[config.mk]
export PLATFORM = sky130hd
export DESIGN_NAME = mux_inv_scan
export DESIGN_NICKNAME = d
export VERILOG_FILES = /design/src/rtl/mux_inv_scan.sv
export SDC_FILE = /design/constraint.sdc
export NUM_CORES = 1
export LEC_CHECK = 0
export CAP_MARGIN = 20
export CORE_MARGIN = 10
export CORE_UTILIZATION = 45
export CTS_CLUSTER_SIZE = 24
export DETAILED_ROUTE_END_ITERATION = 16
export PLACE_DENSITY = 0.86
export SYNTH_ARGS = -nofsm -noshare
export SYNTH_HDL_FRONTEND = slang
export SYNTH_SLANG_ARGS = --single-unit
[constraint.sdc]
create_clock -name clk -period 1.97 [get_ports clk]
set_input_delay 0.394 -clock clk [delete_from_list [all_inputs] [get_ports clk]]
set_output_delay 0.394 -clock clk [all_outputs]
set_load 0.03 [all_outputs]
[src/rtl/mux_inv_scan.sv]
// mux_inv_scan: registered CHANNELS-to-1 multiplexer with a per-channel
// invert option. Channel k is presented as data_in[k] XOR {WIDTH{inv_mask[k]}}.
// In manual mode the channel comes from sel_in every cycle. In scan mode a
// small FSM walks every channel, holding each for HOLD cycles, then pulses
// done. All outputs come straight from flops.
module mux_inv_scan #(
  parameter int WIDTH    = 8,
  parameter int CHANNELS = 4,
  parameter int SEL_W    = 2,
  parameter int HOLD     = 1
) (
  input  logic                      clk,
  input  logic                      rst_n,
  input  logic [CHANNELS*WIDTH-1:0] data_in,
  input  logic [CHANNELS-1:0]       inv_mask,
  input  logic                      mode,
  input  logic [SEL_W-1:0]          sel_in,
  input  logic                      start,
  output logic [WIDTH-1:0]          y,
  output logic [SEL_W-1:0]          y_sel,
  output logic                      y_valid,
  output logic                      sel_err,
  output logic                      busy,
  output logic                      done
);

  // Hold counter needs at least one bit even when HOLD == 1.
  localparam int HW = (HOLD > 1) ? $clog2(HOLD) : 1;

  localparam logic [SEL_W-1:0] CNT_LAST  = SEL_W'(CHANNELS - 1);
  localparam logic [HW-1:0]    HCNT_LAST = HW'(HOLD - 1);
  // One extra bit so the range test also works when CHANNELS == 2**SEL_W.
  localparam logic [SEL_W:0]   CH_N      = (SEL_W + 1)'(CHANNELS);

  // Reject parameter sets the counters and select path cannot represent.
  if (CHANNELS < 2 || CHANNELS > 16) begin : g_bad_channels
    $error("mux_inv_scan: CHANNELS must be in 2..16");
  end
  if ((1 << SEL_W) < CHANNELS) begin : g_bad_sel_w
    $error("mux_inv_scan: SEL_W too narrow for CHANNELS");
  end
  if (HOLD < 1) begin : g_bad_hold
    $error("mux_inv_scan: HOLD must be at least 1");
  end

  typedef enum logic [1:0] {
    S_IDLE = 2'd0,
    S_SCAN = 2'd1,
    S_DONE = 2'd2
  } state_t;

  // Channel function: pick channel idx and apply its invert bit.
  // Indices at or beyond CHANNELS yield zero.
  function automatic logic [WIDTH-1:0] chan_f(
    input logic [CHANNELS*WIDTH-1:0] d,
    input logic [CHANNELS-1:0]       m,
    input logic [SEL_W-1:0]          idx
  );
    logic [WIDTH-1:0] r;
    r = '0;
    for (int k = 0; k < CHANNELS; k++) begin
      if (idx == SEL_W'(k)) begin
        r = d[k*WIDTH +: WIDTH] ^ {WIDTH{m[k]}};
      end
    end
    return r;
  endfunction

  // Control state
  state_t            r_state;
  logic [SEL_W-1:0]  r_cnt;
  logic [HW-1:0]     r_hcnt;

  // Output registers
  logic [WIDTH-1:0]  r_y;
  logic [SEL_W-1:0]  r_y_sel;
  logic              r_y_valid;
  logic              r_sel_err;
  logic              r_busy;
  logic              r_done;

  // Next-state values
  state_t            w_state_nxt;
  logic [SEL_W-1:0]  w_cnt_nxt;
  logic [HW-1:0]     w_hcnt_nxt;
  logic [WIDTH-1:0]  w_y_nxt;
  logic [SEL_W-1:0]  w_y_sel_nxt;
  logic              w_y_valid_nxt;
  logic              w_sel_err_nxt;
  logic              w_done_nxt;

  logic              w_sel_ok;
  logic [WIDTH-1:0]  w_f_sel;
  logic [WIDTH-1:0]  w_f_cnt;

  // Channel values for the manual select and for the scan counter.
  always_comb begin
    w_sel_ok = ({1'b0, sel_in} < CH_N);
    w_f_sel  = chan_f(data_in, inv_mask, sel_in);
    w_f_cnt  = chan_f(data_in, inv_mask, r_cnt);
  end

  // Next-state and next-output logic; every value defaults to hold or idle.
  always_comb begin
    w_state_nxt   = r_state;
    w_cnt_nxt     = r_cnt;
    w_hcnt_nxt    = r_hcnt;
    w_y_nxt       = r_y;
    w_y_sel_nxt   = r_y_sel;
    w_y_valid_nxt = 1'b0;
    w_sel_err_nxt = 1'b0;
    w_done_nxt    = 1'b0;

    unique case (r_state)
      S_IDLE: begin
        if (!mode) begin
          w_y_sel_nxt = sel_in;
          if (w_sel_ok) begin
            w_y_nxt       = w_f_sel;
            w_y_valid_nxt = 1'b1;
          end else begin
            w_y_nxt       = '0;
            w_sel_err_nxt = 1'b1;
          end
        end else if (start) begin
          w_state_nxt = S_SCAN;
          w_cnt_nxt   = '0;
          w_hcnt_nxt  = '0;
        end
      end

      S_SCAN: begin
        // data_in and inv_mask are read live on every scan edge.
        w_y_nxt       = w_f_cnt;
        w_y_sel_nxt   = r_cnt;
        w_y_valid_nxt = (r_hcnt == '0);
        if (r_hcnt == HCNT_LAST) begin
          w_hcnt_nxt = '0;
          if (r_cnt == CNT_LAST) begin
            w_state_nxt = S_DONE;
          end else begin
            w_cnt_nxt = r_cnt + SEL_W'(1);
          end
        end else begin
          w_hcnt_nxt = r_hcnt + HW'(1);
        end
      end

      S_DONE: begin
        // First DONE cycle raises done; the following edge returns to IDLE,
        // so busy stays high for the cycle in which done is visible.
        if (!r_done) begin
          w_done_nxt = 1'b1;
        end else begin
          w_state_nxt = S_IDLE;
          w_cnt_nxt   = '0;
          w_hcnt_nxt  = '0;
        end
      end

      default: begin
        w_state_nxt = S_IDLE;
        w_cnt_nxt   = '0;
        w_hcnt_nxt  = '0;
      end
    endcase
  end

  // FSM state and scan counters.
  always_ff @(posedge clk or negedge rst_n) begin
    if (!rst_n) begin
      r_state <= S_IDLE;
      r_cnt   <= '0;
      r_hcnt  <= '0;
    end else begin
      r_state <= w_state_nxt;
      r_cnt   <= w_cnt_nxt;
      r_hcnt  <= w_hcnt_nxt;
    end
  end

  // Registered outputs; busy tracks the state being entered.
  always_ff @(posedge clk or negedge rst_n) begin
    if (!rst_n) begin
      r_y       <= '0;
      r_y_sel   <= '0;
      r_y_valid <= 1'b0;
      r_sel_err <= 1'b0;
      r_busy    <= 1'b0;
      r_done    <= 1'b0;
    end else begin
      r_y       <= w_y_nxt;
      r_y_sel   <= w_y_sel_nxt;
      r_y_valid <= w_y_valid_nxt;
      r_sel_err <= w_sel_err_nxt;
      r_busy    <= (w_state_nxt != S_IDLE);
      r_done    <= w_done_nxt;
    end
  end

  assign y       = r_y;
  assign y_sel   = r_y_sel;
  assign y_valid = r_y_valid;
  assign sel_err = r_sel_err;
  assign busy    = r_busy;
  assign done    = r_done;

endmodule

==> results of run 1 <==
-- metal layers --
metal | vias up | GRT usage, % | share of wire (%) | wire, µm
met2 | 66 | 24.34 | 48 | 2153
met5 | - | 0 | 0 | 0
met4 | 0 | 5.556 | 2.0 | 92
met3 | 13 | 3.872 | 6.8 | 307
met1 | 708 | 17.73 | 43 | 1956
li1 | 745 | - | - | -
-- path summary, 6_finish.rpt --
kind,start,endpoint
hold reg to reg,done,done
setup reg to reg,r_cnt[0],y[2]
setup / recovery,inv_mask[3],y[2]
max in group asynchronous,rst_n,y[0]
min in group clk,done,done
hold / removal,rst_n,done
-- logic make-up (layout without fill, tap and decap cells) --
group           count (synthesis)  in the layout  share of synthesized area [%]
compound gates                 37             37                          17.99
xor+xnor                       32             32                          18.41
fa+ha+maj                       4              4                          3.287
buf+inv                        17             78                          6.819
flops                          17             17                          27.94
mux                             8              8                          6.984
other cells                     1              1                         0.2463
simple gates                   61             61                          18.32
-- metrics by stage --
step           hold WS, ps  instance area (µm²)
5_1_grt              431.9                 2171
4_1_cts              421.1                 2171
6_report             403.3                 2171
3_5_place_dp         474.1                 2145
3_3_place_gp         462.0                 2145
2_1_floorplan        98.41                 1523
-- placed cells by master, fill, tap and decap left out, types with 2 or more instances in the layout --
cell type	instances
ha_1	4
a21o_1	2
mux2i_1	5
buf_4	14
o221ai_1	6
nor2_1	23
o22ai_1	2
nand3_1	7
a221oi_1	6
inv_1	6
dfrtp_1	17
xor2_1	4
clkbuf_4	3
nand2b_1	3
o21ai_0	6
xnor2_1	28
a31oi_1	7
clkdlybuf4s50_1	54
o211ai_1	2
mux4_2	2
nor2b_1	4
nand2_1	16
-- cells in the mapped netlist, drive strengths merged --
| cell type | n |
|---|---|
| nor2b | 4 |
| mux2i | 5 |
| or2 | 1 |
| o221a | 1 |
| dfrtp | 17 |
| nor3b | 1 |
| nor4 | 1 |
| a21oi | 1 |
| a21o | 2 |
| conb | 1 |
| o211ai | 2 |
| xnor2 | 28 |
| mux4 | 2 |
| nor2 | 23 |
| o22ai | 2 |
| a22oi | 1 |
| a221oi | 6 |
| nor3 | 1 |
| nand3 | 7 |
| xor2 | 4 |
| o21ai | 7 |
| nand4b | 1 |
| inv | 6 |
| buf | 8 |
| nand2b | 3 |
| nand3b | 1 |
| or3 | 1 |
| and2 | 1 |
| o221ai | 6 |
| ha | 4 |
| clkbuf | 3 |
| a32o | 1 |
| mux2 | 1 |
| a221o | 1 |
| a31oi | 7 |
| nand2 | 16 |
-- power groups by stage --
| stage | registers, mW | logic (mW) | clock network (mW) |
|---|---|---|---|
| 6_report | 0.643 | 1.77 | 0.191 |
| 2_1_floorplan | 0.891 | 0.898 | 0 |
| 4_1_cts | 0.643 | 1.76 | 0.186 |
| 3_3_place_gp | 0.642 | 1.70 | 0 |
| 5_1_grt | 0.673 | 1.93 | 0.198 |
| 3_5_place_dp | 0.651 | 1.74 | 0 |
-- flip-flops by register name, indices dropped and copies added (netlist names) --
signal and cells:
y 8, r_cnt 2, r_state 2, y_sel 2
busy 1, done 1, y_valid 1
-- cell type report --
type / instances / share of cell area (%)
timing repair buffer: 68 / 29.74
inverter: 6 / 1.037
multi-input combinational: 143 / 45.76
tap: 46 / 2.651
sequential: 17 / 19.60
clock buffer: 4 / 1.210
==> results.sh, run 1 <==
export IMPL_outcome="completed"
export IMPL_crit_fanout=7
export IMPL_wl_per_cell_um=15.88
export IMPL_hold_class="in2async"
export IMPL_fillCellCount=292
export IMPL_place_ws_ps=-42.01
export IMPL_setup_viol=0
export IMPL_p_int_mw=1.378
export IMPL_hold_buffers=0
export IMPL_avgSynthCellArea_um2=8.603
export IMPL_dr_pass1_iters=4
export IMPL_critPathSlowestCell="clkdlybuf4s50_1"
export IMPL_htreeDepth=1
export IMPL_ir_worst_vdd_mv=0.4239
export IMPL_ctsResizeCount=0
export IMPL_p_sw_mw=1.222
export IMPL_ys_seq_area_share_pct=27.94
export IMPL_pwr_share_comb_pct=67.9
export IMPL_netlist_top_cell_by_area="dfrtp_1"
export IMPL_dpl_hpwl_mm=3.767
export IMPL_fin_nets=285
export IMPL_crit_cells=6
export IMPL_via_per_inst=5.394
export IMPL_grt_use_total_pct=14.68
export IMPL_core_area_um2=3311
export IMPL_worstSetupPathType="in2reg"
export IMPL_dieArea_um2=6111
export IMPL_ys_seq_elements=17
export IMPL_cp_num_buf_inv=2
export IMPL_cpPeakStageDelay_ps=510
export IMPL_fin_setup_tns_ps=0
export IMPL_multi_input_area_um2=993.5
export IMPL_pwr_share_seq_pct=24.7
export IMPL_power_density_nw_per_um2=1198
export IMPL_cts_setup_buffers=0
export IMPL_die_y_um=78.17
export IMPL_fin_util_pct=65.57
export IMPL_ant_nets=0
export IMPL_yosys_top_cells_area="dfrtp_1 (28%), xnor2_1 (16%), nor2_1 (5.7%)"
export IMPL_clock_latency_ps=300
export IMPL_p_total_mw=2.600
export IMPL_ff2ff_path_depth=6
export IMPL_start_util_pct=45.99
export IMPL_synth_top_area_share_pct=27.94
export IMPL_clkSlewWorstSetupHoldPaths_ps=100
export IMPL_dpl_cell_count=280
export IMPL_cap_violations=0
export IMPL_rows=21
export IMPL_drt_total_wl_mm=4.510
export IMPL_critPathTopFamily="compound AO/OA/AOI/OAI gates"
export IMPL_netlist_area_um2=1523
export IMPL_gp_congestion=0.8285
export IMPL_slew_violations=0
export IMPL_clock_path_buffers=2
export IMPL_p_leak_nw=0.8476
export IMPL_clockPowerShare_pct=7.3
export IMPL_syn_inst=177
export IMPL_synth_nets=223
export IMPL_ys_types=39
export IMPL_rrSetupSlack_ps=210
export IMPL_post_route_drc_count=0
export IMPL_startpoint_type="input port"
export IMPL_grt_pass1_vias=1602
export IMPL_layout_setup_ws_ps=192.4
export IMPL_p_sw_share_pct=47.01
export IMPL_grt_max_degree=18
export IMPL_antenna_found_initial=0
export IMPL_fin_crit_ps=1778
export IMPL_fmax_ghz=0.5625
export IMPL_layout_drive_gt1_share_pct=9.244
export IMPL_cts_sinks=17
export IMPL_worstPathRequired_ps=2180
export IMPL_vias=1532
export IMPL_diodes=0
export IMPL_cts_root_buf="clkbuf_4"
export IMPL_grt_overflow_total=0
export IMPL_worstPathArrival_ps=1980
export IMPL_io_pins=56
export IMPL_hold_viol=0
export IMPL_grt_pass1_wl_mm=7.596
export IMPL_worst_setup_path_end_kind="flip-flop"
export IMPL_crit_chain="clkdlybuf4s50_1 -> buf_4 -> xnor2_1 -> a221oi_1 -> o21ai_0 -> a31oi_1"
export IMPL_stdcell_count=284
export IMPL_drt_initial_drc_count=162
export IMPL_seq_area_um2=425.4
export IMPL_area_growth_pct=42.56
export IMPL_rsz0062_at_grt="no"
export IMPL_die_w_um=78.17
export IMPL_fin_crit_sh_pct=90.24
export IMPL_yosysWarningCount=0
export IMPL_io_buffer_count=54
export IMPL_clock_skew_ps=7.182
export IMPL_cts_tree="yes"
export IMPL_cts_made_buffers=3
(Power assumes the default switching activity.)
==> inputs of run 2 (changes only) <==
CORE_UTILIZATION = 40   (was 45)
PLACE_DENSITY = 0.78   (was 0.86)
==> run 2 against run 1 <==
  * Fmax up 1.1%
  * Non-clock buffer count up 1
  * Critical path depth unchanged
  * Global-route usage decreased by 1.6 points
  * Sequential share of layout area down 0.26 points
  * Register-to-register slack improved by 40 ps
  * Worst setup slack gained 19 ps
  * Total power is 1.9% higher
  * Wire length fell by 2.7%
  * Clock-buffer cell count did not move
  * Largest cell class unchanged
==> results.sh, run 2 (synthesis results as in run 1) <==
export IMPL_outcome="completed"
export IMPL_multi_input_area_um2=993.5
export IMPL_io_buffer_count=54
export IMPL_fmax_ghz=0.5687
export IMPL_worst_slew_pin_slew_ps=526.5
export IMPL_rows=22
export IMPL_fin_setup_tns_ps=0
export IMPL_grt_overflow_total=0
export IMPL_clkSlewWorstSetupHoldPaths_ps=70
export IMPL_area_growth_pct=44.45
export IMPL_layout_drive_gt1_share_pct=9.623
export IMPL_worstPathRequired_ps=2150
export IMPL_die_w_um=81.70
export IMPL_fillCellCount=328
export IMPL_antenna_found_initial=0
export IMPL_htreeDepth=1
export IMPL_dpl_hpwl_mm=3.849
export IMPL_cts_setup_buffers=0
export IMPL_worstPathArrival_ps=1940
export IMPL_crit_fanout=6
export IMPL_place_ws_ps=-51.79
export IMPL_grt_max_degree=18
export IMPL_cts_tree="yes"
export IMPL_post_route_drc_count=0
export IMPL_dpl_cell_count=283
export IMPL_wl_per_cell_um=15.29
export IMPL_fin_crit_ps=1758
export IMPL_dr_pass1_iters=5
export IMPL_fin_crit_sh_pct=89.26
export IMPL_p_total_mw=2.651
export IMPL_worst_setup_path_end_kind="flip-flop"
export IMPL_mostFrequentLayoutCells="clkdlybuf4s50_1 (54), xnor2_1 (28), nor2_1 (23)"
export IMPL_start_util_pct=41.59
export IMPL_startpoint_type="input port"
export IMPL_ir_worst_vdd_mv=0.4614
export IMPL_grt_use_total_pct=13.06
export IMPL_cap_violations=0
export IMPL_core_area_um2=3661
export IMPL_cts_made_buffers=3
export IMPL_ant_nets=0
export IMPL_fin_nets=286
export IMPL_grt_pass1_vias=1482
export IMPL_cts_root_buf="clkbuf_8"
export IMPL_fin_util_pct=60.08
export IMPL_seq_area_um2=425.4
export IMPL_ctsResizeCount=0
export IMPL_via_per_inst=5.185
export IMPL_dieArea_um2=6675
export IMPL_drt_initial_drc_count=144
export IMPL_p_sw_share_pct=45.55
export IMPL_grt_pass1_wl_mm=6.982
export IMPL_layout_setup_ws_ps=211.7
export IMPL_rr_startpoint="r_cnt[0]"
export IMPL_p_sw_mw=1.207
export IMPL_cts_sinks=17
export IMPL_p_int_mw=1.443
export IMPL_hold_viol=0
export IMPL_die_y_um=81.70
export IMPL_hold_buffers=0
export IMPL_relSlewSlack_pct=64.77
export IMPL_rsz0062_at_grt="no"
export IMPL_setup_viol=0
export IMPL_stdcell_count=287
export IMPL_pwr_share_seq_pct=24.3
export IMPL_hold_class="in2async"
export IMPL_clock_latency_ps=260
export IMPL_clock_path_buffers=2
export IMPL_drt_total_wl_mm=4.389
export IMPL_gp_congestion=0.8397
export IMPL_clock_skew_ps=7.560
export IMPL_rrSetupSlack_ps=250
export IMPL_slew_violations=0
export IMPL_final_common_cell="clkdlybuf4s50_1"
export IMPL_vias=1488
export IMPL_power_density_nw_per_um2=1205
export IMPL_worstSetupPathType="in2reg"
export IMPL_largest_reg_flops=8
export IMPL_reg2reg_to="y[6]"
export IMPL_pwr_share_comb_pct=65.9
export IMPL_p_leak_nw=0.8601
export IMPL_clockPowerShare_pct=9.8
export IMPL_ff2ff_path_depth=6
export IMPL_io_pins=56
export IMPL_diodes=0
run 2: changes by cell type in the layout (fill, tap and decap cells not counted), sizes merged:
cell,delta
buf,+1
run 2: per-layer routing:
| metal | track usage (%) | part of all wire [%] | vias to the layer above |
|---|---|---|---|
| met4 | 6.633 | 2.6 | 0 |
| met1 | 16.28 | 42 | 661 |
| met5 | 0 | 0 | - |
| met2 | 20.62 | 47 | 72 |
| met3 | 3.057 | 8.4 | 9 |
| li1 | - | - | 746 |
run 2: power by group through the flow:
stage	Combinational (mW)	Sequential (mW)	Clock, mW
detailed placement	1.74	0.652	0
global placement	1.71	0.644	0
floorplan	0.898	0.891	0
finish	1.75	0.644	0.259
CTS	1.75	0.646	0.264
global route	1.90	0.668	0.280
run 2: final cells by class:
class	count	share of cell area, %
clock buffer	4	2.048
inverter	6	1.024
multi-input combinational	143	45.16
sequential	17	19.34
tap	48	2.730
timing repair buffer	69	29.69
run 2: worst max-delay path by stage:
stage           startpoint   end  slack (ps)  depth (start not counted)
2_1_floorplan  inv_mask[3]  y[5]         470                          5
3_3_place_gp   inv_mask[2]  y[5]         -30                          5
3_5_place_dp   inv_mask[2]  y[5]         -50                          5
4_1_cts        inv_mask[2]  y[5]         210                          5
5_1_grt          sel_in[1]  y[3]         100                          5
6_report       inv_mask[1]  y[4]         210                          6
run 2: worst max-delay path: stages:
cell and delay [ps]:
clkdlybuf4s50_1 530, buf_4 190, xnor2_1 110, mux4_2 470
nor3_1 130, nand4b_1 120
run 2: stage by stage:
step	hold slack, ps	instance area (µm²)
2_1_floorplan	98.41	1523
3_3_place_gp	469.4	2155
3_5_place_dp	479.1	2155
4_1_cts	464.3	2200
5_1_grt	480.2	2200
6_report	454.3	2200
==> inputs of run 3 (changes only) <==
CTS_CLUSTER_SIZE = unset   (was 24)
GPL_TIMING_DRIVEN = 0   (was unset)
==> run 3 against run 2 <==
  * Utilization shrank 1.9 points
  * Sequential power about the same
  * Clock skew is 3.6 ps lower
  * Global-route usage down 0.59 points
  * Largest cell class unchanged
  * First-iteration DRC count decreased by 26%
  * Final area decreased by 3.2%
  * Clock power is essentially flat
  * Die area stayed put
==> results.sh, run 3 (synthesis results as in run 1) <==
export IMPL_layout_setup_ws_ps=181.7
export IMPL_grt_pass1_vias=1426
export IMPL_cts_tree="yes"
export IMPL_fin_crit_sh_pct=90.78
export IMPL_start_util_pct=41.59
export IMPL_rows=22
export IMPL_grt_max_degree=18
export IMPL_final_common_cell="clkdlybuf4s50_1"
export IMPL_grt_use_total_pct=12.47
export IMPL_mostFrequentLayoutCells="clkdlybuf4s50_1 (50), xnor2_1 (28), nor2_1 (23)"
export IMPL_ant_nets=0
export IMPL_grt_pass1_wl_mm=6.658
export IMPL_hold_class="reg2reg"
export IMPL_startpoint_type="input port"
export IMPL_antenna_found_initial=0
export IMPL_ir_worst_vdd_mv=0.4344
export IMPL_diodes=0
export IMPL_cap_violations=0
export IMPL_hold_viol=0
export IMPL_area_growth_pct=39.77
export IMPL_clock_latency_ps=250
export IMPL_fin_setup_tns_ps=0
export IMPL_outcome="completed"
export IMPL_grt_overflow_total=0
export IMPL_hold_buffers=0
export IMPL_dieArea_um2=6675
export IMPL_worstSetupPathType="in2reg"
export IMPL_dr_pass1_iters=4
export IMPL_largest_reg_flops=8
export IMPL_place_ws_ps=-94.75
export IMPL_crit_chain="clkdlybuf4s50_1 -> clkbuf_1 -> nor2_1 -> a22oi_1 -> o221ai_1 -> a221o_1"
export IMPL_dpl_hpwl_mm=3.564
export IMPL_layout_drive_gt1_share_pct=6.926
export IMPL_worstPathRequired_ps=2110
export IMPL_p_sw_mw=1.187
export IMPL_drt_initial_drc_count=107
export IMPL_via_per_inst=5.108
export IMPL_vias=1425
export IMPL_pwr_share_comb_pct=65.5
export IMPL_die_y_um=81.70
export IMPL_cts_setup_buffers=0
export IMPL_die_w_um=81.70
export IMPL_setup_viol=0
export IMPL_worst_setup_path_end_kind="flip-flop"
export IMPL_crit_fanout=10
export IMPL_cpPeakStageDelay_ps=520
export IMPL_clkSlewWorstSetupHoldPaths_ps=60
export IMPL_relSlewSlack_pct=51.75
export IMPL_routed_top_layer="met4"
export IMPL_fin_nets=278
export IMPL_rsz0062_at_grt="no"
export IMPL_p_leak_nw=0.8176
export IMPL_pwr_share_seq_pct=24.7
export IMPL_worstPathArrival_ps=1930
export IMPL_p_sw_share_pct=45.49
export IMPL_drt_total_wl_mm=4.111
export IMPL_whs_ps=475.6
export IMPL_fin_crit_ps=1788
export IMPL_cts_made_buffers=3
export IMPL_clockPowerShare_pct=9.8
export IMPL_fmax_ghz=0.5592
export IMPL_io_buffer_count=50
export IMPL_htreeDepth=1
export IMPL_core_area_um2=3661
export IMPL_post_route_drc_count=0
export IMPL_fin_util_pct=58.13
export IMPL_io_pins=56
export IMPL_slew_violations=0
export IMPL_clock_path_buffers=2
export IMPL_cts_sinks=17
export IMPL_critPathSlowestCell="clkdlybuf4s50_1"
export IMPL_ctsResizeCount=0
export IMPL_worst_slew_pin_slew_ps=721.5
export IMPL_p_int_mw=1.422
export IMPL_cts_root_buf="clkbuf_8"
export IMPL_dr_wl_met3_um=307
export IMPL_wl_per_cell_um=14.73
export IMPL_gp_congestion=0.8501
export IMPL_wl_met1_mm=1.837
export IMPL_wl_met2_mm=1.883
export IMPL_clock_skew_ps=3.933
export IMPL_power_density_nw_per_um2=1226
run 3: layer usage:
layer  vias to the layer above  GRT usage [%]
met1                       633          15.87
met5                         -              0
met4                         0          5.952
met2                        50          19.27
li1                        735              -
met3                         7          3.166
run 3: through the flow:
step	std cells	instance area [µm²]	power (mW)
4_1_cts	279	2128	2.619
5_1_grt	279	2128	2.826
3_3_place_gp	275	2083	2.332
6_report	279	2128	2.609
3_5_place_dp	275	2083	2.362
2_1_floorplan	177	1523	1.789
run 3: final timing paths:
path / from / end / slack [ps] / cells past startpoint
min reg2reg: done / done / 480 / 1
max reg2reg: r_cnt[0] / y[6] / 260 / 6
min in group asynchronous: rst_n / r_cnt[1] / 570 / 1
min: done / done / 480 / 1
max: sel_in[0] / y[6] / 180 / 6
max in group asynchronous: rst_n / y_valid / 940 / 1
run 3: worst max-delay path: cells and delay by family:
kind	cells	cell delay (ps)
simple gates	1	70
buf+inv	2	850
compound gates	3	610
run 3: cell type report:
| class | instances | area [µm²] |
|---|---|---|
| multi-input cells | 143 | 993.5 |
| well taps | 48 | 60.06 |
| inverters | 6 | 22.52 |
| clock buffers | 4 | 45.04 |
| repair buffers | 50 | 500.5 |
| flip-flops and latches | 17 | 425.4 |
| fillers | 335 | 1533 |
| plain buffers | 11 | 81.33 |
run 3: power groups by stage:
stage / clock network (mW) / logic (mW) / registers (mW)
final: 0.256 / 1.71 / 0.644
after global routing: 0.271 / 1.89 / 0.670
after CTS: 0.260 / 1.71 / 0.645
after detailed placement: 0 / 1.71 / 0.652
after global placement: 0 / 1.69 / 0.645
after floorplan: 0 / 0.898 / 0.891
